`src/rtl/high_score_keeper_pkg.sv`:
```
// Shared constants and FSM encoding for the end-of-game high score keeper.
package high_score_keeper_pkg;

    localparam int unsigned NUM_PLAYERS = 8;
    localparam int unsigned SCORE_W     = 7;
    localparam int unsigned SCORE_MAX   = 99;
    localparam int unsigned ID_W        = 3;

    typedef enum logic [1:0] {
        ST_IDLE = 2'd0,
        ST_READ = 2'd1,
        ST_CMP  = 2'd2,
        ST_RESP = 2'd3
    } hsk_state_t;

endpackage

```
`src/rtl/hs_regfile.sv`:
```
// Personal-best storage: one registered read port, one write port, async clear.
module hs_regfile #(
    parameter int unsigned NUM_PLAYERS = high_score_keeper_pkg::NUM_PLAYERS,
    parameter int unsigned SCORE_W     = high_score_keeper_pkg::SCORE_W,
    parameter int unsigned ID_W        = high_score_keeper_pkg::ID_W
) (
    input  logic               clk,
    input  logic               rst,
    input  logic               rd_en,
    input  logic [ID_W-1:0]    rd_addr,
    output logic [SCORE_W-1:0] rd_data,
    input  logic               we,
    input  logic [ID_W-1:0]    wr_addr,
    input  logic [SCORE_W-1:0] wr_data
);

    logic [SCORE_W-1:0] mem [NUM_PLAYERS];

    always_ff @(posedge clk or negedge rst) begin
        if (!rst) begin
            for (int i = 0; i < int'(NUM_PLAYERS); i++) begin
                mem[i] <= '0;
            end
        end else if (we) begin
            mem[wr_addr] <= wr_data;
        end
    end

    always_ff @(posedge clk or negedge rst) begin
        if (!rst) begin
            rd_data <= '0;
        end else if (rd_en) begin
            rd_data <= mem[rd_addr];
        end
    end

endmodule

```
`src/rtl/high_score_keeper.sv`:
```
// Scores one end-of-game request against the personal and global bests and
// answers with a single valid pulse plus held win flags.
module high_score_keeper
    import high_score_keeper_pkg::*;
#(
    parameter int unsigned NUM_PLAYERS = high_score_keeper_pkg::NUM_PLAYERS,
    parameter int unsigned SCORE_W     = high_score_keeper_pkg::SCORE_W,
    parameter int unsigned SCORE_MAX   = high_score_keeper_pkg::SCORE_MAX
) (
    input  logic               clk,
    input  logic               rst,
    input  logic               score_req,
    input  logic [SCORE_W-1:0] score_in,
    input  logic [ID_W-1:0]    player_id,
    input  logic               is_guest,
    output logic               busy,
    output logic               valid,
    output logic               personal_win,
    output logic               global_win,
    output logic [SCORE_W-1:0] global_best
);

    hsk_state_t         state_q, state_d;
    logic               accept_c;
    logic               id_oob_c;
    logic [SCORE_W-1:0] clamped_c;
    logic [SCORE_W-1:0] score_q;
    logic [ID_W-1:0]    id_q;
    logic               guest_q;
    logic [SCORE_W-1:0] table_rd;
    logic               pwin_c, gwin_c;

    // Ids beyond the table can only exist with a shrunk table; they score as guests.
    if (NUM_PLAYERS < (1 << ID_W)) begin : g_oob
        assign id_oob_c = 32'(player_id) >= NUM_PLAYERS;
    end else begin : g_no_oob
        assign id_oob_c = 1'b0;
    end

    assign clamped_c = (score_in > SCORE_W'(SCORE_MAX)) ? SCORE_W'(SCORE_MAX) : score_in;
    assign pwin_c    = !guest_q && (score_q > table_rd);
    assign gwin_c    = score_q > global_best;

    always_ff @(posedge clk or negedge rst) begin
        if (!rst) begin
            state_q <= ST_IDLE;
        end else begin
            state_q <= state_d;
        end
    end

    // RESP may accept a new request so throughput reaches one per three cycles.
    always_comb begin
        state_d  = state_q;
        accept_c = 1'b0;
        case (state_q)
            ST_IDLE: begin
                if (score_req) begin
                    accept_c = 1'b1;
                    state_d  = ST_READ;
                end
            end
            ST_READ: state_d = ST_CMP;
            ST_CMP:  state_d = ST_RESP;
            ST_RESP: begin
                if (score_req) begin
                    accept_c = 1'b1;
                    state_d  = ST_READ;
                end else begin
                    state_d  = ST_IDLE;
                end
            end
            default: state_d = ST_IDLE;
        endcase
    end

    always_ff @(posedge clk or negedge rst) begin
        if (!rst) begin
            score_q <= '0;
            id_q    <= '0;
            guest_q <= 1'b0;
        end else if (accept_c) begin
            score_q <= clamped_c;
            id_q    <= player_id;
            guest_q <= is_guest || id_oob_c;
        end
    end

    hs_regfile #(
        .NUM_PLAYERS (NUM_PLAYERS),
        .SCORE_W     (SCORE_W),
        .ID_W        (ID_W)
    ) u_regfile (
        .clk     (clk),
        .rst     (rst),
        .rd_en   (state_q == ST_READ),
        .rd_addr (id_q),
        .rd_data (table_rd),
        .we      ((state_q == ST_CMP) && pwin_c),
        .wr_addr (id_q),
        .wr_data (score_q)
    );

    // Flags and the global best commit together when leaving CMP.
    always_ff @(posedge clk or negedge rst) begin
        if (!rst) begin
            busy         <= 1'b0;
            valid        <= 1'b0;
            personal_win <= 1'b0;
            global_win   <= 1'b0;
            global_best  <= '0;
        end else begin
            busy  <= (state_d != ST_IDLE);
            valid <= (state_d == ST_RESP);
            if (state_q == ST_CMP) begin
                personal_win <= pwin_c;
                global_win   <= gwin_c;
                if (gwin_c) begin
                    global_best <= score_q;
                end
            end
        end
    end

endmodule

```
`config.mk`:
```
export PLATFORM = sky130hd
export DESIGN_NAME = high_score_keeper
export DESIGN_NICKNAME = d
export VERILOG_FILES = /design/src/rtl/high_score_keeper_pkg.sv /design/src/rtl/hs_regfile.sv /design/src/rtl/high_score_keeper.sv
export SDC_FILE = /design/constraint.sdc
export NUM_CORES = 1
export LEC_CHECK = 0
export ABC_CLOCK_PERIOD_IN_PS = 2900
export BUFFER_PORTS_ARGS = -buffer_cell sky130_fd_sc_hd__buf_2
export CORE_MARGIN = 3
export CORE_UTILIZATION = 40
export DETAILED_ROUTE_END_ITERATION = 10
export GPL_TIMING_DRIVEN = 0
export REMOVE_ABC_BUFFERS = 1
export SETUP_SLACK_MARGIN = 0.4
export SYNTH_ARGS = -nofsm -noshare
export SYNTH_HDL_FRONTEND = slang
export SYNTH_SLANG_ARGS = --single-unit
```
`constraint.sdc`:
```
create_clock -name clk -period 2.9 [get_ports clk]
set_input_delay 0.435 -clock clk [delete_from_list [all_inputs] [get_ports clk]]
set_output_delay 0.435 -clock clk [all_outputs]
set_load 0.05 [all_outputs]
```
==> results.json, run 1 <==
{
  "outcome": "completed",
  "wl_per_cell_um": 17.78,
  "numCtsBuffers": 9,
  "dpl_worst_slack_ps": 263.4,
  "ant_nets": 0,
  "cp-start-kind": "register",
  "first_pass_iters": 6,
  "synth_top_family_by_area": "multiplexers",
  "power_density_mw_per_mm2": 1121,
  "async_flop_share_pct": 100.0,
  "worstPathRequired_ps": 3130,
  "setup_viol": 0,
  "synth_seq_cells": 87,
  "p_switching_uw": 2006,
  "hold_viol_final": 0,
  "sequentialPowerShare_pct": 44.2,
  "path_clk_slew_ps": 80,
  "dr.first_iter.drc_count": 180,
  "cell_internal_pwr_uw": 3164,
  "p_leak_uw": 0.002203,
  "grt_antenna_before_repair": 0,
  "worstSetupPathType": "reg2reg",
  "overflow": 0,
  "cts_tree": "yes",
  "hpwl_um": 5740,
  "worstPathCellList": "ha_1, a21oi_1, o21ai_0, o221a_2, buf_12, nand2_2, mux2_2",
  "hold_ws_ps": 292.6,
  "synth_compound_area_share_pct": 7.662,
  "htree_levels": 3,
  "dieWidth_um": 107.6,
  "utilization_pct": 46.52,
  "viasPerCell": 5.335,
  "clock_latency_ps": 340,
  "tightest_slew_ps": 834.0,
  "grt_max_degree": 71,
  "die_h_um": 107.6,
  "clkPwrFrac_pct": 17.6,
  "drive_gt1_share_pct": 35.11,
  "synth.distinct_cells": 41,
  "grt_use_total_pct": 16.58,
  "area_delta_synth_final_pct": 11.57,
  "die_area_mm2": 0.01158,
  "yosysSeqAreaShare_pct": 52.70,
  "switching_share_pct": 38.80,
  "yosys.area_share.simple_pct": 7.662,
  "cts.path.max_buffers": 2,
  "core_area_mm2": 0.009910,
  "synth_area_mm2": 0.004131,
  "clock_sinks": 87,
  "critPathMaxStageDelay_ps": 510,
  "muxShareOfSynthArea_pct": 22.56,
  "finalClockSkew_ps": 4.017,
  "netlist_instances": 330,
  "grt_pass1_wl_um": 14630,
  "portBuffers": 24,
  "synthFlopType": "dfrtp_1",
  "synth_edf_count": 0,
  "synthAdderAreaFrac_pct": 5.451,
  "vias": 2609,
  "drt-total-wl_um": 8696,
  "syn_avg_cell_area_um2": 12.52,
  "drc_errors": 0,
  "setup_ws_ps": 536.1,
  "fmax_mhz": 423.0,
  "timing.setup.tns_ps": 0,
  "root_buffer": "clkbuf_8",
  "p_total_uw": 5169,
  "n_antenna_cell": 0,
  "crit_fanout": 12,
  "slew_viol_final": 0,
  "gp_congestion": 0.7330,
  "grt_pass1_vias": 2772,
  "yosysWarnings": 0,
  "end_kind": "register",
  "rsz0062_at_grt": "no",
  "rows": 36,
  "max-slew-margin-rel_pct": 44.40,
  "post-route-period-util_pct": 81.52,
  "synth_xor_area_share_pct": 0,
  "max-vdd-ir-drop_uv": 410.9,
  "pwr-share-comb_pct": 38.2,
  "worst_path_max_delay_cell": "dfrtp_2",
  "boundaryPins": 25,
  "period_needed_ps": 2364,
  "crit_arrival_ps": 2600,
  "start_util_pct": 41.69,
  "hp-class": "in2reg",
  "nets": 384,
  "maxCapViolCount": 0
}
==> per-stage QoR <==
stage	std cells	cell area [um^2]
final	489	4609
after global routing	489	4609
after CTS	488	4587
after detailed placement	471	4355
after global placement	470	4325
after floorplan	313	4039
==> flip-flops by register name, indices dropped and copies added, names as in the netlist, 2 cells and up <==
register / count
score_q: 7
u_regfile.rd_data: 7
u_regfile.mem: 56
state_q: 2
id_q: 3
global_best: 7
==> per-layer routing <==
metal / part of all wire [%] / track usage, % / vias up
met5: 0 / 0 / -
met4: 1.5 / 5.140 / 0
met3: 2.4 / 2.879 / 7
met2: 51 / 28.37 / 30
met1: 45 / 21.43 / 1349
li1: - / - / 1223
==> area by class of cell <==
type | instances | area [um^2]
clock buffers | 11 | 141.4
clock inverters | 4 | 70.07
fillers | 923 | 5300
inverters | 19 | 71.32
multi-input cells | 207 | 1790
flip-flops and latches | 87 | 2182
well taps | 133 | 166.4
repair buffers | 28 | 187.7
==> worst max-delay path: cells and delay by family (launching register included) <==
| family | cells | cell delay [ps] |
|---|---|---|
| AO/OA/AOI/OAI | 3 | 620 |
| buffers and inverters | 1 | 150 |
| adder cells (fa/ha/maj) | 1 | 360 |
| multiplexers | 1 | 370 |
| AND/OR/NAND/NOR | 1 | 230 |
| flip-flops | 1 | 510 |
==> final timing paths <==
kind                                        start                            end  slack, ps  cells after the start
max                        score_q[6]$_DFFE_PN0P_  u_regfile.mem[28]$_DFFE_PN0P_        540                      7
min                                      is_guest            guest_q$_DFFE_PN0P_        290                      3
max reg2reg                score_q[6]$_DFFE_PN0P_  u_regfile.mem[28]$_DFFE_PN0P_        540                      7
min reg2reg                   guest_q$_DFFE_PN0P_            guest_q$_DFFE_PN0P_        500                      2
max in group asynchronous                     rst         score_q[6]$_DFFE_PN0P_       1760                      3
min in group asynchronous                     rst  u_regfile.mem[25]$_DFFE_PN0P_        500                      2
==> cells in the mapped netlist (6+ instances only) <==
library cell	number	area (um^2)
a21oi_1	11	55.05
a22oi_1	6	45.04
buf_1	6	22.52
dfrtp_1	87	2177
ha_1	18	225.2
inv_1	19	71.32
mux2_2	63	709.4
mux2i_1	11	110.1
nand2_1	25	93.84
nand2_2	7	43.79
nor2_1	11	41.29
o21ai_0	9	45.04
==> power groups by stage <==
stage                     sequential (uW)  clock (uW)  combinational [uW]
after CTS                            2280         935                1960
final                                2280         909                1980
after floorplan                      2330           0                1330
after detailed placement             2310           0                1950
after global routing                 2380         982                2220
after global placement               2290           0                1890
==> placed cells by master, fill, tap and decap left out, types with 2 or more instances in the layout <==
master     instances
o211ai_1           2
o21ai_0            9
nand4_1            2
nor3_1             2
dfrtp_1           83
nand2_2            7
o32a_1             2
clkinv_2           2
ha_1              18
a21oi_1           11
mux2i_1           11
a31oi_1            5
nand2b_1           3
and3_1             2
mux4_2             5
nor2_1            11
nand2_1           25
mux2_2            63
bufinv_16          2
a22o_1             3
inv_1             19
a22oi_1            6
buf_4              2
nand3_1            4
buf_2             23
dfrtp_2            4
nor2b_1            2
clkbuf_8          10
==> kinds of logic after synthesis <==
family,after synthesis
adders and majority gates,18
buffers and inverters,36
muxes,79
DFF,87
AOI/OAI and AO/OA,46
and+or+nand+nor,64
==> what timing repair did <==
item,in CTS,in global routing
cloned,0,0
hold endpoints to repair,17,0
pin swaps,1,1
setup buffers,1,1
gates resized for setup,2,2
endpoints found under the setup margin,32,56
hold buffers,1,0
Power figures use the tool's default switching activity.
==> run 2: changes to the inputs <==
--- a/config.mk
+++ b/config.mk
@@ -5,7 +5,7 @@
 export SDC_FILE = /design/constraint.sdc
 export NUM_CORES = 1
 export LEC_CHECK = 0
-export ABC_CLOCK_PERIOD_IN_PS = 2900
+export ABC_CLOCK_PERIOD_IN_PS = 1900
 export BUFFER_PORTS_ARGS = -buffer_cell sky130_fd_sc_hd__buf_2
 export CORE_MARGIN = 3
 export CORE_UTILIZATION = 40
==> constraint.sdc (replaced) <==
create_clock -name clk -period 1.9 [get_ports clk]
set_input_delay 0.285 -clock clk [delete_from_list [all_inputs] [get_ports clk]]
set_output_delay 0.285 -clock clk [all_outputs]
set_load 0.05 [all_outputs]
==> run 2 against run 1 <==
- the flow now finishes with violations (negative setup slack)
- worst hold slack got worse by 160 ps
- clock skew rose by 3.7 ps
- combinational power rose to 2.7 times the previous value
- critical path depth rose by 2
- wire length rose by 20%
- critical endpoint is now personal_win$_DFFE_PN0P_
- maximum frequency rose by 4.7%
- die area did not move
- worst setup slack got worse by 890 ps
- first-iteration DRC count fell by 37%
- global-route usage rose by 2.1 points
==> results.json, run 2 (synthesis results as in run 1) <==
{
  "max-slew-margin-rel_pct": 56.21,
  "drc_errors": 0,
  "gp_congestion": 0.7330,
  "clock_sinks": 87,
  "r2r_slack_ps": -360,
  "cp-start-kind": "register",
  "violations": "negative setup slack",
  "period_needed_ps": 2257,
  "post-route-period-util_pct": 118.8,
  "vias": 2850,
  "hold_viol_final": 0,
  "worstSetupPathType": "reg2reg",
  "die_h_um": 107.6,
  "area_delta_synth_final_pct": 33.53,
  "setup_ws_ps": -357.4,
  "final_common_cell": "dfrtp_1",
  "grt_pass1_wl_um": 16470,
  "core_area_mm2": 0.009910,
  "first_pass_iters": 4,
  "fmax_mhz": 443.0,
  "grt_antenna_before_repair": 0,
  "worstPathRequired_ps": 2160,
  "top_register": "u_regfile.mem",
  "r2r_end": "personal_win$_DFFE_PN0P_",
  "final_cell_mix": "dfrtp_1 (77), mux2_2 (37), buf_4 (27)",
  "hpwl_um": 5740,
  "nFillCells": 839,
  "cts_tree": "yes",
  "rsz0062_at_grt": "yes",
  "outcome": "complete, but fails checks",
  "clock_latency_ps": 350,
  "crit_fanout": 4,
  "max-vdd-ir-drop_uv": 740.4,
  "dr.first_iter.drc_count": 113,
  "maxCapViolCount": 0,
  "overflow": 0,
  "wl_per_cell_um": 19.51,
  "path_clk_slew_ps": 90,
  "drive_gt1_share_pct": 52.62,
  "dieWidth_um": 107.6,
  "ant_nets": 0,
  "setup_viol": 65,
  "crit_end": "personal_win$_DFFE_PN0P_",
  "end_kind": "register",
  "n_antenna_cell": 0,
  "reg2regPathDepth": 9,
  "power_density_mw_per_mm2": 1807,
  "viasPerCell": 5.337,
  "start_util_pct": 41.69,
  "p_leak_uw": 0.002606,
  "nets": 429,
  "largest_reg_flops": 56,
  "slew_viol_final": 0,
  "tightest_slew_ps": 656.9,
  "rows": 36,
  "hp-class": "in2reg",
  "numCtsBuffers": 9,
  "reg2reg_from": "score_q[6]$_DFFE_PN0P_",
  "grt_max_degree": 71,
  "p_total_uw": 9967,
  "crit_arrival_ps": 2510,
  "grt_pass1_vias": 3052,
  "boundaryPins": 25,
  "portBuffers": 24,
  "die_area_mm2": 0.01158,
  "finalClockSkew_ps": 7.670,
  "hold_ws_ps": 127.9,
  "htree_levels": 3,
  "drt-total-wl_um": 10420,
  "grt_use_total_pct": 18.69,
  "cts.path.max_buffers": 2,
  "crit_start": "score_q[6]$_DFFE_PN0P_",
  "root_buffer": "clkbuf_8"
}
## run 2: worst min-delay path by stage
stage,start,to,slack [ps],cells after the start
floorplan,rst,busy$_DFF_PN0_,-10,0
global route,player_id[2],id_q[2]$_DFFE_PN0P_,140,3
CTS,player_id[0],id_q[0]$_DFFE_PN0P_,120,3
detailed placement,rst,u_regfile.mem[25]$_DFFE_PN0P_,180,1
finish,player_id[0],id_q[0]$_DFFE_PN0P_,130,3
global placement,guest_q$_DFFE_PN0P_,guest_q$_DFFE_PN0P_,470,2
## run 2: power breakdown
part | switching [uW] | internal, uW
clock network | 649 | 766
registers | 592 | 2670
logic | 2660 | 2620
## run 2: what timing repair did
action                     4_1_cts  5_1_grt
resized for setup               94       37
pin swaps                       13       11
hold buffers                     1        0
setup endpoints to repair       84       78
cloned                           1        0
setup buffers                   29       17
hold endpoints to repair        17        0
## run 2: cell type report
cell class	count	area (um^2)	area share (%)
clock inverter	4	70.07	1.270
clock buffer	11	141.4	2.563
sequential	87	2197	39.83
timing repair buffer	72	626.9	11.36
tap	133	166.4	3.017
inverter	19	75.07	1.361
multi-input combinational	208	2240	40.60
## run 2: per-layer routing
metal | global-route usage [%] | vias to the layer above | wire length, um
met3 | 2.939 | 16 | 269
met4 | 6.402 | 0 | 222
li1 | - | 1311 | -
met5 | 0 | - | 0
met2 | 33.21 | 41 | 5411
met1 | 23.01 | 1482 | 4517
## run 2: metrics by stage
step	cells	util, %	setup TNS, ps	setup slack [ps]	instance area [um^2]
after floorplan	313	-	-6357	-286.6	4039
after global placement	470	43.65	-57260	-729.5	4325
after detailed placement	471	43.95	-40860	-736.6	4355
after CTS	517	52.83	-12140	-235.1	5235
after global routing	534	55.67	-22410	-389.8	5517
final	534	55.67	-19470	-357.4	5517
## run 2: critical path, cell delays in order (launching register included)
cell	delay, ps
dfrtp_2	470
ha_4	290
nand4_1	240
buf_4	230
buf_4	120
o221a_4	300
buf_4	160
buf_6	100
buf_6	100
a21o_1	140
